--- config.mk ---
export PLATFORM = sky130hd
export DESIGN_NAME = relay_symbol_rx_flat
export DESIGN_NICKNAME = d
export VERILOG_FILES = /design/src/rtl/relay_symbol_rx_if.sv /design/src/rtl/relay_symbol_rx.sv /design/src/flat_wrapper.sv
export SDC_FILE = /design/constraint.sdc
export NUM_CORES = 1
export LEC_CHECK = 0
export CORE_ASPECT_RATIO = 1.4
export CORE_MARGIN = 4
export CORE_UTILIZATION = 25
export DETAILED_ROUTE_END_ITERATION = 6
export DONT_BUFFER_PORTS = 1
export PLACE_DENSITY = 0.36
export SLEW_MARGIN = 10
export SYNTH_ARGS = -nofsm -noshare
export SYNTH_HDL_FRONTEND = slang
export SYNTH_SLANG_ARGS = --single-unit
--- constraint.sdc ---
create_clock -name clk -period 4.18 [get_ports clk]
set_clock_uncertainty 0.15 [all_clocks]
set_input_delay 0.418 -clock clk [delete_from_list [all_inputs] [get_ports clk]]
set_output_delay 0.418 -clock clk [all_outputs]
set_load 0.05 [all_outputs]
--- src/rtl/relay_symbol_rx_if.sv ---
// Relay receiver link bundle: encoded line and enable in, recovered symbol strobes out.
interface relay_symbol_rx_if;
    logic       enable;
    logic       rx_in;
    logic [3:0] data_out;
    logic       data_valid;
    logic       frame_err;
    logic       busy;

    modport master (
        output enable, rx_in,
        input  data_out, data_valid, frame_err, busy
    );

    modport slave (
        input  enable, rx_in,
        output data_out, data_valid, frame_err, busy
    );
endinterface

--- src/rtl/relay_symbol_rx.sv ---
// Oversampling receiver for framed 4-bit relay symbols (start 1, 4 data MSB first, stop 0).
// Define RELAY_RX_PARITY_EN to expect an even-parity bit between data bit 3 and the stop bit.
module relay_symbol_rx #(
    parameter int unsigned BIT_CLKS = 16,
    parameter int unsigned CNT_W    = 5
) (
    input  logic             clk,
    input  logic             reset,
    relay_symbol_rx_if.slave rx
);
    localparam int unsigned MID_CNT  = BIT_CLKS / 2 - 1;
    localparam int unsigned LAST_CNT = BIT_CLKS - 1;

    typedef enum logic [2:0] {
        IDLE     = 3'd0,
        START    = 3'd1,
        DATA     = 3'd2,
`ifdef RELAY_RX_PARITY_EN
        PARITY   = 3'd3,
`endif
        STOP     = 3'd4,
        ERR_WAIT = 3'd5
    } state_t;

    state_t           state;
    state_t           state_nxt;
    logic             sync1;
    logic             rxs;
    logic             rxs_d;
    logic [CNT_W-1:0] cnt;
    logic [CNT_W-1:0] cnt_nxt;
    logic [1:0]       bit_idx;
    logic [1:0]       bit_idx_nxt;
    logic [3:0]       shadow;
    logic [3:0]       shadow_nxt;
    logic [3:0]       data_out_q;
    logic [3:0]       data_out_nxt;
    logic             data_valid_q;
    logic             data_valid_nxt;
    logic             frame_err_q;
    logic             frame_err_nxt;
    logic             busy_q;
    logic             busy_nxt;
    logic             rise_c;
    logic             mid_c;
    logic             stop_bad_c;
`ifdef RELAY_RX_PARITY_EN
    logic             par_err;
    logic             par_err_nxt;
`endif

    assign rise_c = rxs & ~rxs_d;
    assign mid_c  = (cnt == CNT_W'(MID_CNT));
`ifdef RELAY_RX_PARITY_EN
    assign stop_bad_c = rxs | par_err;
`else
    assign stop_bad_c = rxs;
`endif

    assign rx.data_out   = data_out_q;
    assign rx.data_valid = data_valid_q;
    assign rx.frame_err  = frame_err_q;
    assign rx.busy       = busy_q;

    // State register
    always_ff @(posedge clk) begin
        if (!reset) state <= IDLE;
        else        state <= state_nxt;
    end

    // Next-state logic; enable low aborts any frame in progress
    always_comb begin
        state_nxt = state;
        if (!rx.enable) begin
            state_nxt = IDLE;
        end else begin
            case (state)
                IDLE:     if (rise_c) state_nxt = START;
                START:    if (mid_c)  state_nxt = rxs ? DATA : IDLE;
`ifdef RELAY_RX_PARITY_EN
                DATA:     if (mid_c && bit_idx == 2'd3) state_nxt = PARITY;
                PARITY:   if (mid_c)  state_nxt = STOP;
`else
                DATA:     if (mid_c && bit_idx == 2'd3) state_nxt = STOP;
`endif
                STOP:     if (mid_c)  state_nxt = rxs ? ERR_WAIT : IDLE;
                ERR_WAIT: if (!rxs)   state_nxt = IDLE;
                default:  state_nxt = IDLE;
            endcase
        end
    end

    // Datapath and registered-output next values; counter is reloaded while idle so
    // every mid-bit point is referenced to the start edge and no drift builds up
    always_comb begin
        cnt_nxt        = '0;
        bit_idx_nxt    = bit_idx;
        shadow_nxt     = shadow;
        data_out_nxt   = data_out_q;
        data_valid_nxt = 1'b0;
        frame_err_nxt  = 1'b0;
        busy_nxt       = (state_nxt != IDLE);
`ifdef RELAY_RX_PARITY_EN
        par_err_nxt    = par_err;
`endif
        if (rx.enable) begin
            if (state != IDLE && state != ERR_WAIT)
                cnt_nxt = (cnt == CNT_W'(LAST_CNT)) ? '0 : cnt + CNT_W'(1);
            case (state)
                START: begin
                    bit_idx_nxt = 2'd0;
`ifdef RELAY_RX_PARITY_EN
                    par_err_nxt = 1'b0;
`endif
                end
                DATA: if (mid_c) begin
                    shadow_nxt  = {shadow[2:0], rxs};
                    bit_idx_nxt = bit_idx + 2'd1;
                end
`ifdef RELAY_RX_PARITY_EN
                PARITY: if (mid_c) par_err_nxt = ^{shadow, rxs};
`endif
                STOP: if (mid_c) begin
                    if (stop_bad_c) begin
                        frame_err_nxt = 1'b1;
                    end else begin
                        data_valid_nxt = 1'b1;
                        data_out_nxt   = shadow;
                    end
                end
                default: ;
            endcase
        end
    end

    // Synchroniser, datapath and output registers
    always_ff @(posedge clk) begin
        if (!reset) begin
            sync1        <= 1'b0;
            rxs          <= 1'b0;
            rxs_d        <= 1'b0;
            cnt          <= '0;
            bit_idx      <= 2'd0;
            shadow       <= 4'h0;
            data_out_q   <= 4'h0;
            data_valid_q <= 1'b0;
            frame_err_q  <= 1'b0;
            busy_q       <= 1'b0;
`ifdef RELAY_RX_PARITY_EN
            par_err      <= 1'b0;
`endif
        end else begin
            sync1        <= rx.rx_in;
            rxs          <= sync1;
            rxs_d        <= rxs;
            cnt          <= cnt_nxt;
            bit_idx      <= bit_idx_nxt;
            shadow       <= shadow_nxt;
            data_out_q   <= data_out_nxt;
            data_valid_q <= data_valid_nxt;
            frame_err_q  <= frame_err_nxt;
            busy_q       <= busy_nxt;
`ifdef RELAY_RX_PARITY_EN
            par_err      <= par_err_nxt;
`endif
        end
    end
endmodule

--- src/flat_wrapper.sv ---
// flat-port wrapper written by rule: the top's interface ports become plain ports
module relay_symbol_rx_flat 
#(
    parameter int unsigned BIT_CLKS = 16,
    parameter int unsigned CNT_W    = 5
)
  (clk, reset, rx_enable, rx_rx_in, rx_data_out, rx_data_valid, rx_frame_err, rx_busy);
  relay_symbol_rx_if rx_i ();
  input  logic clk;
  input  logic reset;
  input wire logic [$bits(rx_i.enable)-1:0] rx_enable;
  input wire logic [$bits(rx_i.rx_in)-1:0] rx_rx_in;
  output wire logic [$bits(rx_i.data_out)-1:0] rx_data_out;
  output wire logic [$bits(rx_i.data_valid)-1:0] rx_data_valid;
  output wire logic [$bits(rx_i.frame_err)-1:0] rx_frame_err;
  output wire logic [$bits(rx_i.busy)-1:0] rx_busy;
  assign rx_i.enable = rx_enable;
  assign rx_i.rx_in = rx_rx_in;
  assign rx_data_out = rx_i.data_out;
  assign rx_data_valid = rx_i.data_valid;
  assign rx_frame_err = rx_i.frame_err;
  assign rx_busy = rx_i.busy;
  relay_symbol_rx #(.BIT_CLKS(BIT_CLKS), .CNT_W(CNT_W)) u_core (.clk(clk), .reset(reset), .rx(rx_i));
endmodule
======== Word level (Yosys, flattened, before mapping) ========
Index checks and enable logic that the tools add are counted.
word-level totals
  register bits after elaboration ......... 24
  output and inout port bits .............. 7
  input port bits ......................... 4
  bits in read-only memories .............. 0
  latch bits .............................. 0
  RAM bits ................................ 0
  logic and storage cells ................. 52
  memories kept ........................... 0
cells by class
  multipliers ............................. 0
  divide/modulo/power cells ............... 0
  reduce and logical (&&, ||, !) cells .... 11
  add/sub/neg operators ................... 2
  equality and inequality tests ........... 9
  order comparisons ....................... 0
  shifts and indexed selects .............. 0
  bitwise logic cells ..................... 6
  multiplexer cells ....................... 13
operators with widths
  operator               number
  $mux W3                7
  $pmux W3 S5            1
  $reduce_and A4 Y1      2
  $eq A3 B3 Y1 const B   2
  $reduce_and A3 Y1      2
  $reduce_bool A3 Y1     2
  $add A5 B1 Y5 const B  1
  $eq A5 B3 Y1 const B   1
  $eq A5 B4 Y1 const B   1
  $not A1 Y1             5
  $mux W2                2
  $pmux W2 S2            1
  $reduce_or A4 Y1       1
  $eq A3 B1 Y1 const B   1
  $eq A3 B2 Y1 const B   1
  $logic_not A3 Y1       1
  $ne A3 B3 Y1 const B   1
  $add A2 B1 Y2 const B  1
  $eq A2 B2 Y1 const B   1
  $logic_and A1 B1 Y1    2
  $mux W1                2
  $ne A2 B1 Y1 const B   1
  $reduce_bool A2 Y1     1
  $and A1 B1 Y1          1

======== Logic depth before layout (Yosys ltp) ========
Gate-level depths: netlist of run 1.
  depth after elaboration ................. 6
  gate-level depth with buffers ........... 6
  mapped depth without buffers ............ 6

======== Worst setup path before layout of run 1 ========
No wires, ideal clock.
  kind .................................... register -> register
  start ................................... reg u_core.cnt[0]
  end ..................................... reg u_core.bit_idx[0]
  arrival time ............................ 1384 ps
  period minus slack after synthesis ...... 1648 ps
  buffers on the path ..................... 1
  cell stages (with the launch flop) ...... 7
  slack ................................... 2532 ps
  data required time ...................... 3915 ps
  library setup time ...................... 115 ps
  cell sequence ........................... dfxtp_1 ha_1 and4bb_1 buf_6 a21o_1 and4b_1 o21a_1
on the way
  longest elaborated chain between the ends .. 3
ends and longest elaborated chain
  item                         RTL line                text
  start, declared              relay_symbol_rx.sv:30   logic [CNT_W-1:0] cnt;
  start signal, assigned       relay_symbol_rx.sv:156  cnt <= cnt_nxt;
  $eq A5 B3 Y1                 relay_symbol_rx.sv:53   assign mid_c = (cnt == CNT_W'(MID_CNT));
  $ne A2 B1 Y1 (no line)       n/a
  $reduce_and A3 Y1 (no line)  n/a
  end signal, assigned         relay_symbol_rx.sv:157  bit_idx <= bit_idx_nxt;
  end, declared                relay_symbol_rx.sv:32   logic [1:0] bit_idx;
Every way passes these cells.
A chain may end at the register's enable or synchronous reset.

======== Worst setup path after layout of run 1 ========
  start ................................... reg u_core.cnt[0]
  end ..................................... reg u_core.busy_q, in the netlist u_core.rx.busy
on the way
  longest elaborated chain between the ends .. 6
  elaborated cells between the ends (all ways) .. 8
  those cells by class .................... 1 x eq/ne; 5 x mux; 2 x reduce/logical
ends and longest elaborated chain
  item                    RTL line                text
  $eq A5 B3 Y1 (*)        relay_symbol_rx.sv:53
  $logic_and A1 B1 Y1     relay_symbol_rx.sv:84   DATA: if (mid_c && bit_idx == 2'd3) state_nxt = STOP;
  $mux W3                 relay_symbol_rx.sv:84
  $pmux W3 S5 (*)         relay_symbol_rx.sv:77   case (state)
  $mux W3 (*)             relay_symbol_rx.sv:74   if (!rx.enable) begin
  $reduce_bool A3 Y1 (*)  relay_symbol_rx.sv:102  busy_nxt = (state_nxt != IDLE);
  end signal, assigned    relay_symbol_rx.sv:162  busy_q <= busy_nxt;
  end, declared           relay_symbol_rx.sv:42   logic busy_q;
Every way passes the cells marked *; elsewhere a longest branch is shown, timed or not.

==> results by group, run 1 <==
Placement
  • Place WS: 2.31 ns
  • Port-buffer cells: 0
  • Dpl cell area: 1080 um^2
  • Hpwl dp: 1.33 mm
  • RD Place Congestion: 0.681
  • Post-Place Cells: 141

Yosys
  • Mux contribution to synthesized area: 7.57%
  • Register area share after synthesis: 45.4%
  • Dominant cell by count in the synthesized netlist: dfxtp_1
  • Main combinational cell family by area after synthesis: simple AND/OR/NAND/NOR gates
  • Post-Syn Nets: 109
  • Post-Synth Adder-Cell Area: 3.55%
  • Synth area leaders: dfxtp_1 45%, mux2i_1 7.6%, nor2b_1 5.9%
  • Main synth FF type: dfxtp_1
  • Synth Warn #: 0
  • Syn_area_per_cell: 10.4 um^2
  • Synth top area share: 45.4%
  • Synth cell types: 39
  • Synth Cell Area: 1060 um^2
  • Post-synth top cells: 24 x dfxtp_1, 11 x nor2_1, 10 x nor2b_1
  • EDFF count, synth: 0
  • Simple-gate share of the synthesized area: 28.5%
  • Number of synthesized register bits: 24
  • Leading area contributor after synthesis: dfxtp_1
  • XOR/XNOR Fraction of Synth Area: 2.49%
  • Post-Synthesis Cells: 102
  • Async S/R FF share, synth: 0%
  • Synth Area in Compound Gates: 8.76%

Routing
  • Routed len/inst: 12.8 um
  • DRC: 0
  • Antenna-violating nets left: 0
  • Met2 wire len: 911 um
  • M1 wire length: 814 um
  • Final wirelength: 1.85 mm
  • DR vias/cell: 4.83
  • DR vias: 701
  • Uppermost layer routed: met4
  • Pre-antenna DRT Iters: 4
  • Iteration-0 DRC Markers: 12
  • Metal3 WL: 104 um

STA
  • Worst Slack Setup Final: 2.31 ns
  • Final Max Tran Viols: 0
  • Achievable frequency: 533 MHz
  • RSZ-0062 raised after global routing: false
  • Final hold violations: 0
  • Final setup TNS: 0 ns
  • Worst-margin pin slew: 0.579 ns
  • Period utilization: 44.8%
  • Max_slew headroom: 61.0%
  • Final setup violation count: 0
  • Post-layout min period: 1.87 ns

Clock network
  • Post_cts resized: 0
  • CTS Buf Count: 3
  • CTS clock-pin slew for the worst setup and hold paths: 0.09 ns
  • Setup repair bufs after CTS: 0
  • # H-tree levels: 1
  • TritonCTS clock tree: built
  • Root buffer selected by CTS: clkbuf_8
  • Clk sinks: 24
  • Clk Latency, worst-skew pair: 0.26 ns
  • Post-CTS Hold Fix Bufs: 0
  • Clk buf depth: 2

Power and ir drop
  • PD cells: 350 nW/um^2
  • Peak supply drop: 0.000185 V
  • Pleak: 0.503 nW

Cells and area
  • Diode count: 0
  • Final Cell Area: 1130 um^2
  • Filler Cells Inserted: 425
  • Non-Filler Instances: 145
  • Area Growth Syn to Fin: 7.34%
  • Layout Nets: 110
  • Share of layout cells above drive strength 1: 10.8%

Hold path
  • Min-Delay Path Class: input port to flop

Setup path
  • CP max stage delay: 0.40 ns
  • Worst-path cell chain: ha_1 > and4bb_1 > or3b_1 > a21o_1 > a31oi_1
  • FF-to-FF setup slack: 2.31 ns
  • Worst setup SP type: flop
  • Crit-path max FO: 11
  • Required time worst endpoint: 4.22 ns
  • CP max-delay cell: or3b_1
  • Crit end category: flop
  • Setup Crit Path Kind: flop to flop
  • Critical Path AT: 1.92 ns

Floorplan
  • # IOs: 11
  • Die H: 84.9 um
  • Core ar.: 4020 um^2
  • Starting density of the core: 26.3%
  • Die area: 5350 um^2
  • Die Span X: 63.0 um
  • Core Rows: 27

Global route
  • GRT Overall Usage: 7.65%
  • Pin count of the biggest net entering global routing: 17
  • Vias in the first global route: 695
  • Total gr overflow: 0
  • Initial antenna violation count: 0
  • First-pass GRT wire length: 3.30 mm

Outcome
  • Status: finished clean

Flow run
  • Max Cap Viol: 0
## critical path: cells and delay by family (launching register included)
kind | cells | cell delay (ns)
AND/OR/NAND/NOR | 2 | 0.75
AO/OA/AOI/OAI | 2 | 0.35
flip-flops | 1 | 0.33
adder cells (fa/ha/maj) | 1 | 0.23
## final timing paths
path,startpoint,endpoint,cells after the start
hold reg to reg,u_core.sync1,u_core.rxs,1
setup reg to reg,u_core.cnt[0],u_core.rx.busy,5
hold / removal,reset,u_core.sync1,1
setup / recovery,u_core.cnt[0],u_core.rx.busy,5
## cell type report
class	instances	area (um^2)	share of cell area (%)
inverter	2	7.51	0.662
clock buffer	4	55.1	4.85
multi-input combinational	72	538	47.4
sequential	24	480	42.3
tap	43	53.8	4.74
## state kept, by name, indices dropped and copies added (netlist names)
register and count:
u_core.bit_idx 2, u_core.cnt 5, u_core.rx.busy 1, u_core.rx.data_out 4, u_core.rx.data_valid 1, u_core.rx.frame_err 1, u_core.rxs 1, u_core.rxs_d 1
u_core.shadow 4, u_core.state 3, u_core.sync1 1
## power breakdown
part	internal [mW]	switching [mW]	leakage [nW]	total, mW
clock	0.0840	0.0742	0.0288	0.158
sequential	0.230	0.00260	0.194	0.233
combinational	0.00385	0.00268	0.281	0.00652
## layout by cell type, fill, tap and decap left out, drive strengths merged, types with 3 or more instances in the layout
cell type,instances
dfxtp,24
nor2,11
nor2b,10
mux2i,8
clkbuf,4
nand2,3
and2,3
ha,3
o21ai,3
nand3,3
## per-stage QoR
step / utilization [%] / total power [mW] / hold WS (ns)
finish: 28.2 / 0.397 / 0.122
global route: 28.2 / 0.419 / 0.111
CTS: 28.2 / 0.406 / 0.113
detailed placement: 26.9 / 0.245 / 0.279
global placement: 26.9 / 0.245 / 0.270
floorplan: - / 0.244 / 0.262
## cell families after synthesis
logic type | after synthesis
AO/OA/AOI/OAI | 13
XOR/XNOR | 3
adder cells (fa/ha/maj) | 3
buffers and inverters | 6
flip-flops | 24
multiplexers | 8
AND/OR/NAND/NOR | 45
## per-layer routing
layer	global-route usage, %	vias up
met3	2.65	2
met4	3.61	0
met1	9.05	332
met5	0	-
met2	12.3	12
li1	-	355
No activity file was read; power rests on OpenSTA's default activity.
==> run 2, diff against run 1 <==
--- a/config.mk
+++ b/config.mk
@@ -10,7 +10,7 @@
 export CORE_UTILIZATION = 25
 export DETAILED_ROUTE_END_ITERATION = 6
 export DONT_BUFFER_PORTS = 1
-export PLACE_DENSITY = 0.36
+export PLACE_DENSITY = 0.38
 export SLEW_MARGIN = 10
 export SYNTH_ARGS = -nofsm -noshare
 export SYNTH_HDL_FRONTEND = slang
==> constraint.sdc (replaced) <==
create_clock -name clk -period 1.5 [get_ports clk]
set_clock_uncertainty 0.15 [all_clocks]
set_input_delay 0.15 -clock clk [delete_from_list [all_inputs] [get_ports clk]]
set_output_delay 0.15 -clock clk [all_outputs]
set_load 0.05 [all_outputs]
==> results by group, run 2 (synthesis gave the netlist of run 1 again) <==
Outcome
  • Violated checks: setup timing
  • Status: complete, but fails checks

STA
  • Period utilization: 108%
  • Worst-margin pin slew: 0.491 ns
  • Final Max Tran Viols: 0
  • Achievable frequency: 617 MHz
  • Max_slew headroom: 67.2%
  • Final setup violation count: 11
  • Post-layout min period: 1.62 ns
  • Worst Slack Setup Final: -0.121 ns
  • RSZ-0062 raised after global routing: true
  • Final hold violations: 0
  • Final setup TNS: -0.457 ns

Clock network
  • Root buffer selected by CTS: clkbuf_8
  • # H-tree levels: 1
  • CTS Buf Count: 3
  • Clk Latency, worst-skew pair: 0.27 ns
  • TritonCTS clock tree: built
  • CTS clock-pin slew for the worst setup and hold paths: 0.09 ns
  • Setup repair bufs after CTS: 0
  • Clk buf depth: 2
  • Clk sinks: 24

Routing
  • Routed len/inst: 13.2 um
  • Pre-antenna DRT Iters: 2
  • Final wirelength: 2.18 mm
  • Antenna-violating nets left: 0
  • DR vias: 785
  • DRC: 0
  • DR vias/cell: 4.76
  • Iteration-0 DRC Markers: 3

Hold path
  • Worst Hold Endpoint: u_core.shadow[3]
  • Min-Delay Path Class: input port to flop
  • Hold depth: 3
  • Hold path start: rx_enable

Setup path
  • FF-to-FF setup slack: -0.12 ns
  • Worst setup SP type: flop
  • Crit-path max FO: 8
  • Critical Path AT: 1.67 ns
  • Worst r2r src: u_core.cnt[1]
  • Crit end category: flop
  • Setup Crit Path Kind: flop to flop
  • Required time worst endpoint: 1.55 ns
  • Worst reg2reg path depth: 5
  • R2r endpoint: u_core.rx.busy

Cells and area
  • Share of layout cells above drive strength 1: 30.3%
  • Area Growth Syn to Fin: 28.5%
  • Fin util: 33.8%
  • Multi-input logic area: 591 um^2
  • Diode count: 0
  • Commonest non-fill, non-tap cell in the layout: dfxtp_1
  • Layout Nets: 130
  • Total area of sequential cells: 487 um^2
  • Non-Filler Instances: 165
  • Filler Cells Inserted: 409
  • Max reg flops: 5
  • Top reg by flops: u_core.cnt
  • Most frequent cells in the layout: 19 x dfxtp_1, 14 x buf_4, 10 x nor2b_1, 10 x nor2_1, 8 x mux2i_1

Global route
  • Pin count of the biggest net entering global routing: 17
  • Initial antenna violation count: 0
  • GRT Overall Usage: 8.40%
  • Total gr overflow: 0
  • First-pass GRT wire length: 3.58 mm
  • Vias in the first global route: 765

Floorplan
  • Die area: 5350 um^2
  • Die H: 84.9 um
  • Starting density of the core: 26.3%
  • Core Rows: 27
  • Core ar.: 4020 um^2
  • # IOs: 11
  • Die Span X: 63.0 um

Power and ir drop
  • PD cells: 833 nW/um^2
  • Pleak: 0.606 nW
  • Peak supply drop: 0.000324 V

Placement
  • RD Place Congestion: 0.714
  • Port-buffer cells: 0
  • Post-Place Cells: 155
  • Hpwl dp: 1.43 mm

Flow run
  • Max Cap Viol: 0
## run 2: changes by cell type in the layout (fill, tap and decap cells not counted), sizes merged
cell         delta
buf            +14
dlygate4sd3     +6
## run 2: worst max-delay path by stage
| stage | start | endpoint | slack [ns] | depth (start not counted) |
|---|---|---|---|---|
| 2_1_floorplan | u_core.cnt[0] | u_core.bit_idx[0] | -0.1 | 6 |
| 3_3_place_gp | u_core.cnt[1] | u_core.rx.busy | -0.19 | 5 |
| 3_5_place_dp | u_core.cnt[1] | u_core.rx.busy | -0.19 | 5 |
| 4_1_cts | u_core.cnt[1] | u_core.rx.busy | -0.11 | 5 |
| 5_1_grt | u_core.cnt[1] | u_core.rx.data_out[0] | -0.18 | 5 |
| 6_report | u_core.cnt[1] | u_core.rx.busy | -0.12 | 5 |
## run 2: layout make-up
type | count | share of cell area, %
clock buffer | 4 | 4.05
timing repair buffer | 20 | 12.2
inverter | 2 | 0.552
tap | 43 | 3.96
sequential | 24 | 35.8
multi-input combinational | 72 | 43.5
## run 2: per-stage QoR
| step | setup WS [ns] | cell area [um^2] | hold WS [ns] | power (mW) |
|---|---|---|---|---|
| floorplan | -0.0975 | 1070 | 0.127 | 0.681 |
| global placement | -0.186 | 1200 | 0.122 | 0.682 |
| detailed placement | -0.193 | 1200 | 0.125 | 0.682 |
| CTS | -0.113 | 1310 | -0.159 | 1.14 |
| global route | -0.184 | 1360 | 0.0276 | 1.18 |
| finish | -0.121 | 1360 | 0.00538 | 1.13 |
## run 2: timing repair
| action | in CTS | in global routing |
|---|---|---|
| endpoints found under the setup margin | 19 | 19 |
| hold buffers | 4 | 2 |
| pin swaps | 3 | 5 |
| endpoints found under the hold margin | 19 | 15 |
| gates resized for setup | 6 | 9 |
## run 2: where the power goes
part           switching (mW)  internal (mW)  total (mW)
sequential            0.00735          0.641       0.648
combinational          0.0153         0.0217      0.0369
clock                   0.212          0.234       0.446
## run 2: metal layers
metal / vias to the layer above / wire, um / GRT usage, %
met5: - / 0 / 0
met4: 0 / 48 / 4.22
met3: 5 / 78 / 1.99
met2: 11 / 1060 / 13.4
met1: 373 / 986 / 10.4
li1: 396 / - / -
## run 2: worst max-delay path: stages (launching register included)
cell and delay (ns):
dfxtp_2 0.34, ha_4 0.15, and4bb_4 0.23, or3b_1 0.37, a21o_1 0.18, a31oi_1 0.12
==> run 3, diff against run 2 <==
--- a/config.mk
+++ b/config.mk
@@ -10,6 +10,7 @@
 export CORE_UTILIZATION = 25
 export DETAILED_ROUTE_END_ITERATION = 6
 export DONT_BUFFER_PORTS = 1
+export GPL_ROUTABILITY_DRIVEN = 1
 export PLACE_DENSITY = 0.38
 export SLEW_MARGIN = 10
 export SYNTH_ARGS = -nofsm -noshare
==> results of run 3 <==
Same layout as run 2: the final DEF is identical, and so are final timing and power.
